## src/rtl/adc_spi_rx.sv

```systemverilog
// SPI receiver for an ADC: synchronizes the asynchronous SPI clock/data into fpga_clock,
// assembles MSB-first frames of DATA_WIDTH bits, and discards frames that stall too long.
`timescale 1ns/1ps
module adc_spi_rx #(
  parameter int unsigned DATA_WIDTH     = 16,
  parameter int unsigned TIMEOUT_CYCLES = 1024
) (
  input  logic                  fpga_clock,
  input  logic                  rstn,
  input  logic                  adc_spi_clock,
  input  logic                  adc_spi_data,
  output logic [DATA_WIDTH-1:0] rx_data,
  output logic                  rx_valid,
  output logic                  rx_error,
  output logic                  busy
);

  localparam int unsigned CNT_W = $clog2(DATA_WIDTH + 1);
  localparam int unsigned TO_W  = $clog2(TIMEOUT_CYCLES);

  localparam logic [0:0] IDLE  = 1'b0;
  localparam logic [0:0] SHIFT = 1'b1;

  localparam logic [CNT_W-1:0] CNT_LAST = CNT_W'(DATA_WIDTH);
  localparam logic [TO_W-1:0]  TO_LAST  = TO_W'(TIMEOUT_CYCLES - 1);

  logic [2:0]            sclk_sync;
  logic [1:0]            sdata_sync;
  logic                  spi_rise;
  logic                  spi_bit;

  logic [0:0]            state, state_n;
  logic [CNT_W-1:0]      bit_cnt, bit_cnt_n, bit_cnt_inc;
  logic [TO_W-1:0]       to_cnt, to_cnt_n;
  logic [DATA_WIDTH-1:0] shift_q, shift_n, shifted;
  logic [DATA_WIDTH-1:0] rx_data_n;
  logic                  rx_valid_n, rx_error_n, busy_n;

  // Data takes the same two stages as the clock so the sampled bit lines up with the edge
  always_ff @(posedge fpga_clock) begin
    if (!rstn) begin
      sclk_sync  <= '0;
      sdata_sync <= '0;
    end else begin
      sclk_sync  <= {sclk_sync[1:0], adc_spi_clock};
      sdata_sync <= {sdata_sync[0], adc_spi_data};
    end
  end

  assign spi_rise    = sclk_sync[1] & ~sclk_sync[2];
  assign spi_bit     = sdata_sync[1];
  assign shifted     = {shift_q[DATA_WIDTH-2:0], spi_bit};
  assign bit_cnt_inc = bit_cnt + CNT_W'(1);

  // State and datapath registers
  always_ff @(posedge fpga_clock) begin
    if (!rstn) begin
      state    <= IDLE;
      bit_cnt  <= '0;
      to_cnt   <= '0;
      shift_q  <= '0;
      rx_data  <= '0;
      rx_valid <= 1'b0;
      rx_error <= 1'b0;
      busy     <= 1'b0;
    end else begin
      state    <= state_n;
      bit_cnt  <= bit_cnt_n;
      to_cnt   <= to_cnt_n;
      shift_q  <= shift_n;
      rx_data  <= rx_data_n;
      rx_valid <= rx_valid_n;
      rx_error <= rx_error_n;
      busy     <= busy_n;
    end
  end

  // Next-state logic; a detected edge always takes priority over timeout expiry
  always_comb begin
    state_n    = state;
    bit_cnt_n  = bit_cnt;
    to_cnt_n   = to_cnt;
    shift_n    = shift_q;
    rx_data_n  = rx_data;
    rx_valid_n = 1'b0;
    rx_error_n = 1'b0;

    case (state)
      IDLE: begin
        if (spi_rise) begin
          shift_n   = DATA_WIDTH'(spi_bit);
          bit_cnt_n = CNT_W'(1);
          to_cnt_n  = '0;
          state_n   = SHIFT;
        end
      end
      SHIFT: begin
        if (spi_rise) begin
          shift_n   = shifted;
          bit_cnt_n = bit_cnt_inc;
          to_cnt_n  = '0;
          if (bit_cnt_inc == CNT_LAST) begin
            rx_data_n  = shifted;
            rx_valid_n = 1'b1;
            bit_cnt_n  = '0;
            state_n    = IDLE;
          end
        end else if (to_cnt == TO_LAST) begin
          rx_error_n = 1'b1;
          bit_cnt_n  = '0;
          to_cnt_n   = '0;
          shift_n    = '0;
          state_n    = IDLE;
        end else if (to_cnt != '1) begin
          to_cnt_n = to_cnt + TO_W'(1);
        end
      end
      default: begin
        state_n   = IDLE;
        bit_cnt_n = '0;
        to_cnt_n  = '0;
      end
    endcase

    busy_n = (state_n == SHIFT);
  end

endmodule

```

## config.mk

```make
export PLATFORM = sky130hd
export DESIGN_NAME = adc_spi_rx
export DESIGN_NICKNAME = d
export VERILOG_FILES = /design/src/rtl/adc_spi_rx.sv
export SDC_FILE = /design/constraint.sdc
export NUM_CORES = 1
export LEC_CHECK = 0
export ABC_AREA = 1
export BUFFER_PORTS_ARGS = -buffer_cell sky130_fd_sc_hd__buf_2
export CORE_MARGIN = 8
export CORE_UTILIZATION = 31
export CTS_CLUSTER_SIZE = 14
export DETAILED_ROUTE_END_ITERATION = 10
export PLACE_DENSITY_LB_ADDON = 0.05
export SYNTH_ARGS = -nofsm -noshare
export SYNTH_HDL_FRONTEND = slang
export SYNTH_SLANG_ARGS = --single-unit
export TNS_END_PERCENT = 50
```

## constraint.sdc

```tcl
create_clock -name fpga_clock -period 1.9 [get_ports fpga_clock]
set_input_delay 0.19 -clock fpga_clock [delete_from_list [all_inputs] [get_ports fpga_clock]]
set_output_delay 0.19 -clock fpga_clock [all_outputs]
set_load 0.02 [all_outputs]
```

* Word-level counts from Yosys, hierarchy flattened
Index checks and enable logic that the tools add are counted.
** Word-level totals
- Output and inout bits :: 19
- Word-level logic and storage cells :: 47
- Bits in registers :: 54
- Input bits :: 4
** Cells by class
- Add/sub/neg operators :: 2
- Reductions and logical operators :: 5
- Mux-type cells :: 21
- Bitwise logic cells :: 4
- Eq/ne operators :: 6
** Operator list (count)
- two-way mux 15 bit :: 3
- two-way mux 10 bit :: 4
- one-hot mux 15 bit (2 select lines) :: 1
- two-way mux 5 bit :: 4
- one-hot mux 10 bit (2 select lines) :: 1
- adder 10 x 1 -> 10 bit, second input constant :: 1
- equality test 10 bit, second input constant :: 1
- inequality test 10 bit, second input constant :: 1
- one-hot mux 5 bit (2 select lines) :: 1
- two-way mux 1 bit :: 6
- AND reduction 3 bit :: 2
- adder 5 x 1 -> 5 bit, second input constant :: 1
- equality test 5 bit, second input constant :: 1
- inequality test 4 x 2 -> 1 bit, second input constant :: 1
- AND reduction 2 bit :: 2
- inequality test 3 x 2 -> 1 bit, second input constant :: 1
- NOT 1 bit :: 3
- OR reduction 3 bit :: 1
- inequality test 2 bit, second input constant :: 1
- one-hot mux 1 bit (2 select lines) :: 1
- AND 1 bit :: 1

* Depth between registers and ports, before layout
Gate-level depths: netlist of run 1.
- Word-level depth :: 5
- Depth in mapped cells :: 10
- Depth with buffers taken out :: 9

* Worst setup path before layout of run 1
OpenSTA, ideal clock, no wires.
- Path type :: register -> register
- Start :: register bit_cnt[0]
- End :: register rx_data[0]
- Data arrival time :: 1.306 ns
- Setup time :: 0.113 ns
- Clock period less this slack :: 1.419 ns
- Data required time :: 1.787 ns
- Buffers on the path :: 1
- Setup slack :: 0.481 ns
- Stages on the path, launching flop included :: 10
- Path through :: dfxtp_1 ha_1 nand3_1 nand2_1 nand2_2 nor2_4 nand2_4 buf_2 nand3_1 nand2_1
** Between the ends
- Longest elaborated chain between the ends :: 3
** Ends and longest elaborated chain
- from (decl) :: line 33 : logic [CNT_W-1:0] bit_cnt, bit_cnt_n, bit_cnt_inc;
- from (signal assigned) :: line 68 : bit_cnt <= bit_cnt_n;
- adder 5 x 1 -> 5 bit :: line 53 : assign bit_cnt_inc = bit_cnt + CNT_W'(1);
- equality test 5 bit :: line 102 : if (bit_cnt_inc == CNT_LAST) begin
- AND reduction 3 bit (no source line)
- to (signal assigned) :: line 71 : rx_data <= rx_data_n;
- to (decl) :: line 12 : output logic [DATA_WIDTH-1:0] rx_data,
No other way between the ends.
A chain may end at the register's enable or synchronous reset.

* Worst setup path in the final report of run 1
- Start :: register bit_cnt[1]
- End :: register rx_data[9]
The elaborated chain is that of the path after synthesis.

==> results of run 1 <==
## how the worst max path moves through the flow
stage | startpoint | endpoint | slack [ns] | cells past startpoint
finish | bit_cnt[1] | rx_data[9] | 0.24 | 9
global route | bit_cnt[1] | rx_data[9] | 0.003 | 9
CTS | bit_cnt[0] | rx_data[9] | 0.20 | 9
detailed placement | bit_cnt[0] | rx_data[9] | 0.23 | 9
global placement | to_cnt[0] | bit_cnt[0] | 0.27 | 10
floorplan | bit_cnt[0] | rx_data[0] | 0.48 | 9
## synthesized netlist by cell type, drive strengths merged
cell type,n,area share
inv,25,0.042
a21o,1,0.0034
a211oi,1,0.0034
a21boi,1,0.0034
nand3,30,0.067
dfxtp,54,0.48
buf,7,0.022
ha,2,0.011
o21ai,7,0.016
nor3,3,0.0067
nand2,111,0.19
clkbuf,5,0.0089
and3,1,0.0028
or2,1,0.0028
a21oi,29,0.065
nor2,19,0.053
xor2,1,0.0039
nand4,5,0.014
## metal layers
layer  track usage  part of all wire  vias up
li1              -                 -     1007
met1        0.1272              0.48      881
met2        0.1803              0.47       23
met3       0.02901             0.037        9
met5             0                 0        -
met4       0.03895             0.017        0
## report_power, final
part / total [mW] / internal [mW] / switching (mW)
logic: 0.0642 / 0.0171 / 0.0471
clock network: 0.698 / 0.301 / 0.397
registers: 1.15 / 1.14 / 0.00877
## layout make-up
class / count / area, um^2 / area share
Clock inverter: 2 / 16.27 / 0.006420
Multi-Input combinational cell: 212 / 994.7 / 0.3926
Sequential cell: 54 / 1082 / 0.4272
Inverter: 25 / 93.84 / 0.03704
Tap cell: 99 / 123.9 / 0.04889
Timing Repair Buffer: 26 / 140.1 / 0.05531
Clock buffer: 6 / 82.58 / 0.03259
## logic make-up after synthesis
| family | share of synthesized area |
|---|---|
| adders and majority gates | 0.01118 |
| and+or+nand+nor | 0.3387 |
| AOI/OAI and AO/OA | 0.09056 |
| xor gates and xnor gates | 0.003914 |
| DFF | 0.4830 |
| buffers and inverters | 0.07265 |
## registers in the layout, indices dropped and copies added (netlist names)
name        flops
rx_data        16
shift_q        15
to_cnt         10
bit_cnt         5
sclk_sync       3
sdata_sync      2
rx_error        1
rx_valid        1
state           1
## through the flow
step                instance area [um^2]  instances
finish                              2534        424
detailed placement                  2434        416
floorplan                           2238        303
CTS                                 2532        424
global placement                    2434        416
global route                        2534        424
## critical path, cell delays in order, from the launching register on
cell     delay, ns
dfxtp_1       0.41
ha_1          0.23
nand3_1       0.11
nand2_1       0.10
nand2_2       0.07
nor2_4        0.11
nand2_4       0.17
nor2_8        0.25
nand2_1       0.10
nand2_1       0.06
==> metrics.txt, run 1 <==
status=complete, no violations; H-tree depth=2; nature of the critical path endpoint=register; Clock Sinks=54; Clk Latency, worst-skew pair=0.31 ns; Die Wd=101.0 um; Syn Nets=a little over 300; synth warn=0; Worst Reg-to-Reg Cells=9; hpwl dp=3.492 mm; first-pass GRT wire length=8.769 mm; VDD IR max=266.2 uV; HP Class=input port to register; number of global-route vias before repair=1,899; relative slew slack=0.6614; r2r startpoint=bit_cnt[1]; post_cts resized=0; Final setup violation count=0; setup repair after global routing missed its margin=no; cell area after synthesis=2238 um^2; WL final=5.137 mm; post-route ant nets=0; Setup crit start kind=register; Core Box Area=7137 um^2; hold_buf cts=0; Final Max Tran Viols=0; leakage=approximately 1.1 nW; total grt overflow=0; Ant. Diodes=0; Distinct cells, synth=27; maximum number of pins on one net before global-route repair=26; row count=31; Power per Cell Area=753.8 nW/um^2; commonest cells after routing, fill and taps aside=nand2_1, dfxtp_1, nand3_1; initial antenna violation count=0; number of CTS-inserted buffers=5; Worst Setup Slack, final=about 0.24 ns; Die H=101.0 um; Min-Delay Startpoint=adc_spi_data; hold depth=3; worst endpoint required time=2.15 ns; #FFs+latches synth=54; Hold Vio Cnt, Final=0; final setup TNS=0 ns; DRT iter0 DRCs=a little over 80; Max Root-Sink Buffers=2; fmax=0.6031 GHz; top-level I/O count=23; routability congestion estimate=0.7654; post-route clock period utilization=0.8727; GRT Total Usage=0.1073; commonest non-fill, non-tap cell in the layout=nand2_1; total vias in the final route=1,920; fillcell total=796; Clock Skews=0.01072 ns; total power draw=1.910 mW; Worst Hold Path EP=sdata_sync[0]; syn_area_per_cell=7.387 um^2; sequential element share of the synthesized area=0.4830; Worst-path clk slew=0.10 ns; Setup Fix Bufs, Post-CTS=0; Area Growth Syn to Fin=13.19%; clock root buffer=clkbuf_8; fin util=0.3550; Syn Inst Count=303; CTS tree=done; I/O Buffers=22; via density per instance=4.528; Fin Hold WS=0.05430 ns; CP Class=register to register; Initial Util=0.3136; worst-margin pin slew=0.5074 ns; Worst R2R End=rx_data[9]; DRC violations left=0; wire length per cell=approximately 12 um; DRT Pass-1 Iters=4; Crit path arrival time=approximately 1.9 ns; post-layout min period=about 1.7 ns; share of cells above drive strength 1=0.1446; worst-path fanout max=18; pre-CTS setup slack=approximately 0.23 ns; r2r setup slk=0.24 ns; MaxCap Viol Count=0; Die ar.=10,200 um^2; nets@finish=330
No activity file was read; power rests on OpenSTA's default activity.
==> inputs of run 2 (changes only) <==
--- a/config.mk
+++ b/config.mk
@@ -7,11 +7,13 @@
 export LEC_CHECK = 0
 export ABC_AREA = 1
 export BUFFER_PORTS_ARGS = -buffer_cell sky130_fd_sc_hd__buf_2
+export CAP_MARGIN = 20
 export CORE_MARGIN = 8
 export CORE_UTILIZATION = 31
 export CTS_CLUSTER_SIZE = 14
 export DETAILED_ROUTE_END_ITERATION = 10
 export PLACE_DENSITY_LB_ADDON = 0.05
+export RECOVER_POWER = 25
 export SYNTH_ARGS = -nofsm -noshare
 export SYNTH_HDL_FRONTEND = slang
 export SYNTH_SLANG_ARGS = --single-unit
==> run 2 against run 1 <==
Sequential share of layout area up 0.28 points. Sequential power barely moved. Fmax shrank 0.39%. Clock skew is 0.0020 ns higher. Via count fell by 0.68%. Combinational power decreased by 0.8%. Core utilization shrank 0.23 points. First-iteration DRC count shrank 3.6%. Global-route usage is the same. Final area fell by 0.64%. Largest power group unchanged.
==> metrics.txt, run 2 (synthesized netlist as in run 1, its figures left out) <==
status=complete, no violations; clock root buffer=clkbuf_8; nature of the critical path endpoint=register; Die H=101.0 um; buffer and inverter count on the worst path=0; Clock Sinks=54; hold_buf cts=0; share of cells above drive strength 1=0.1046; post-route clock period utilization=0.8762; Area Growth Syn to Fin=12.46%; CP Class=register to register; MaxCap Viol Count=0; CP startpoint=bit_cnt[1]; Worst R2R End=rx_data[9]; crit path cell chain=ha_1 -> nand3_1 -> nand2_1 -> nand2_2 -> nor2_4 -> nand2_4 -> nor2_8 -> nand2_1 -> nand2_1; hold depth=3; initial antenna violation count=0; Power per Cell Area=758.1 nW/um^2; hpwl dp=3.492 mm; delay-heaviest family, CP=simple AND/OR/NAND/NOR gates; total vias in the final route=around 1.9k; CTS tree=done; Worst Hold Path EP=sdata_sync[0]; HP Class=input port to register; maximum number of pins on one net before global-route repair=26; total power draw=1.908 mW; fillcell total=800; worst endpoint required time=2.15 ns; Die Wd=101.0 um; Min-Delay Startpoint=adc_spi_data; GRT Total Usage=0.1073; Worst-path clk slew=0.10 ns; commonest cells after routing, fill and taps aside=nand2_1, dfxtp_1, nand3_1; Max Root-Sink Buffers=2; number of CTS-inserted buffers=5; Most Frequent Cell on Critical Path=nand2_1; Fin Hold WS=approximately 0.054 ns; post-route ant nets=0; Worst Reg-to-Reg Cells=9; Worst path slowest cell=dfxtp_1; Initial Util=0.3136; Crit path arrival time=1.92 ns; commonest non-fill, non-tap cell in the layout=nand2_1; number of global-route vias before repair=~1.9k; Clock Skews=0.01267 ns; Final setup violation count=0; via density per instance=4.498; I/O Buffers=22; WL final=roughly 5.1 mm; wire length per cell=12.09 um; DRT Pass-1 Iters=6; final setup TNS=0 ns; Clk Latency, worst-skew pair=a little over 0.3 ns; Setup crit start kind=register; first-pass GRT wire length=8.769 mm; H-tree depth=2; relative slew slack=0.6616; Die ar.=10,200 um^2; total grt overflow=0; top-level I/O count=23; r2r startpoint=bit_cnt[1]; row count=31; fin util=0.3527; worst-margin pin slew=0.5071 ns; Core Box Area=about 7100 um^2; post_cts resized=0; register area=1082 um^2; Hold Vio Cnt, Final=0; pre-CTS setup slack=between 0.2 and 0.25 ns; top flop regs=rx_data x16, shift_q x15, to_cnt x10; slowest stage delay, CP=0.41 ns; max reg flops=16; worst-path fanout max=18; setup repair after global routing missed its margin=no; leakage=1.042 nW; DRT iter0 DRCs=80; routability congestion estimate=0.7654; r2r setup slk=0.24 ns; multi-input combinational cell area=994.7 um^2; nets@finish=between 300 and 400; most flop-heavy register=rx_data; DRC violations left=0; Setup Fix Bufs, Post-CTS=0; fmax=between 0.6 and 0.7 GHz; Final Max Tran Viols=0; Worst Setup Slack, final=0.2352 ns; Ant. Diodes=0; post-layout min period=between 1.5 and 2 ns; VDD IR max=266.2 uV
-- run 2: cell count changes in the layout (fill, tap and decap cells not counted), sizes merged --
cell / previous run / this run
buf: 26 / 13
clkbuf: 6 / 19
-- run 2: worst max-delay path by stage --
stage,to,slack (ns),cells past startpoint
after floorplan,rx_data[0],0.48,9
after global placement,bit_cnt[0],0.27,10
after detailed placement,rx_data[9],0.23,9
after CTS,rx_data[9],0.20,9
after global routing,rx_data[9],0.003,9
final,rx_data[9],0.24,9
-- run 2: tightest hold or removal path: cells and delay by family --
family	cells	cell delay, ns
AND/OR/NAND/NOR	1	0.04
buffers and inverters	2	0.11
-- run 2: layout make-up --
| type | count | share of cell area |
|---|---|---|
| Clock buffer | 6 | 0.03280 |
| Inverter | 25 | 0.03728 |
| Multi-Input combinational cell | 212 | 0.3951 |
| Clock inverter | 2 | 0.006461 |
| Tap cell | 99 | 0.04920 |
| Sequential cell | 54 | 0.4299 |
| Timing Repair Buffer | 26 | 0.04920 |
-- run 2: per-layer routing --
layer | global-route usage | wire (um)
met5 | 0 | 0
met4 | 0.03895 | 87
met3 | 0.02901 | 184
met2 | 0.1803 | 2382
met1 | 0.1272 | 2471
-- run 2: report_power, final --
| group | leakage (nW) | internal, mW | switching (mW) |
|---|---|---|---|
| Sequential | 0.436 | 1.14 | 0.00880 |
| Clock | 0.0478 | 0.301 | 0.396 |
| Combinational | 0.558 | 0.0168 | 0.0469 |
| Total | 1.04 | 1.46 | 0.451 |
-- run 2: through the flow --
stage,std cells,area (um^2)
floorplan,303,2238
detailed placement,416,2434
global placement,416,2434
finish,424,2517
global route,424,2517
CTS,424,2532
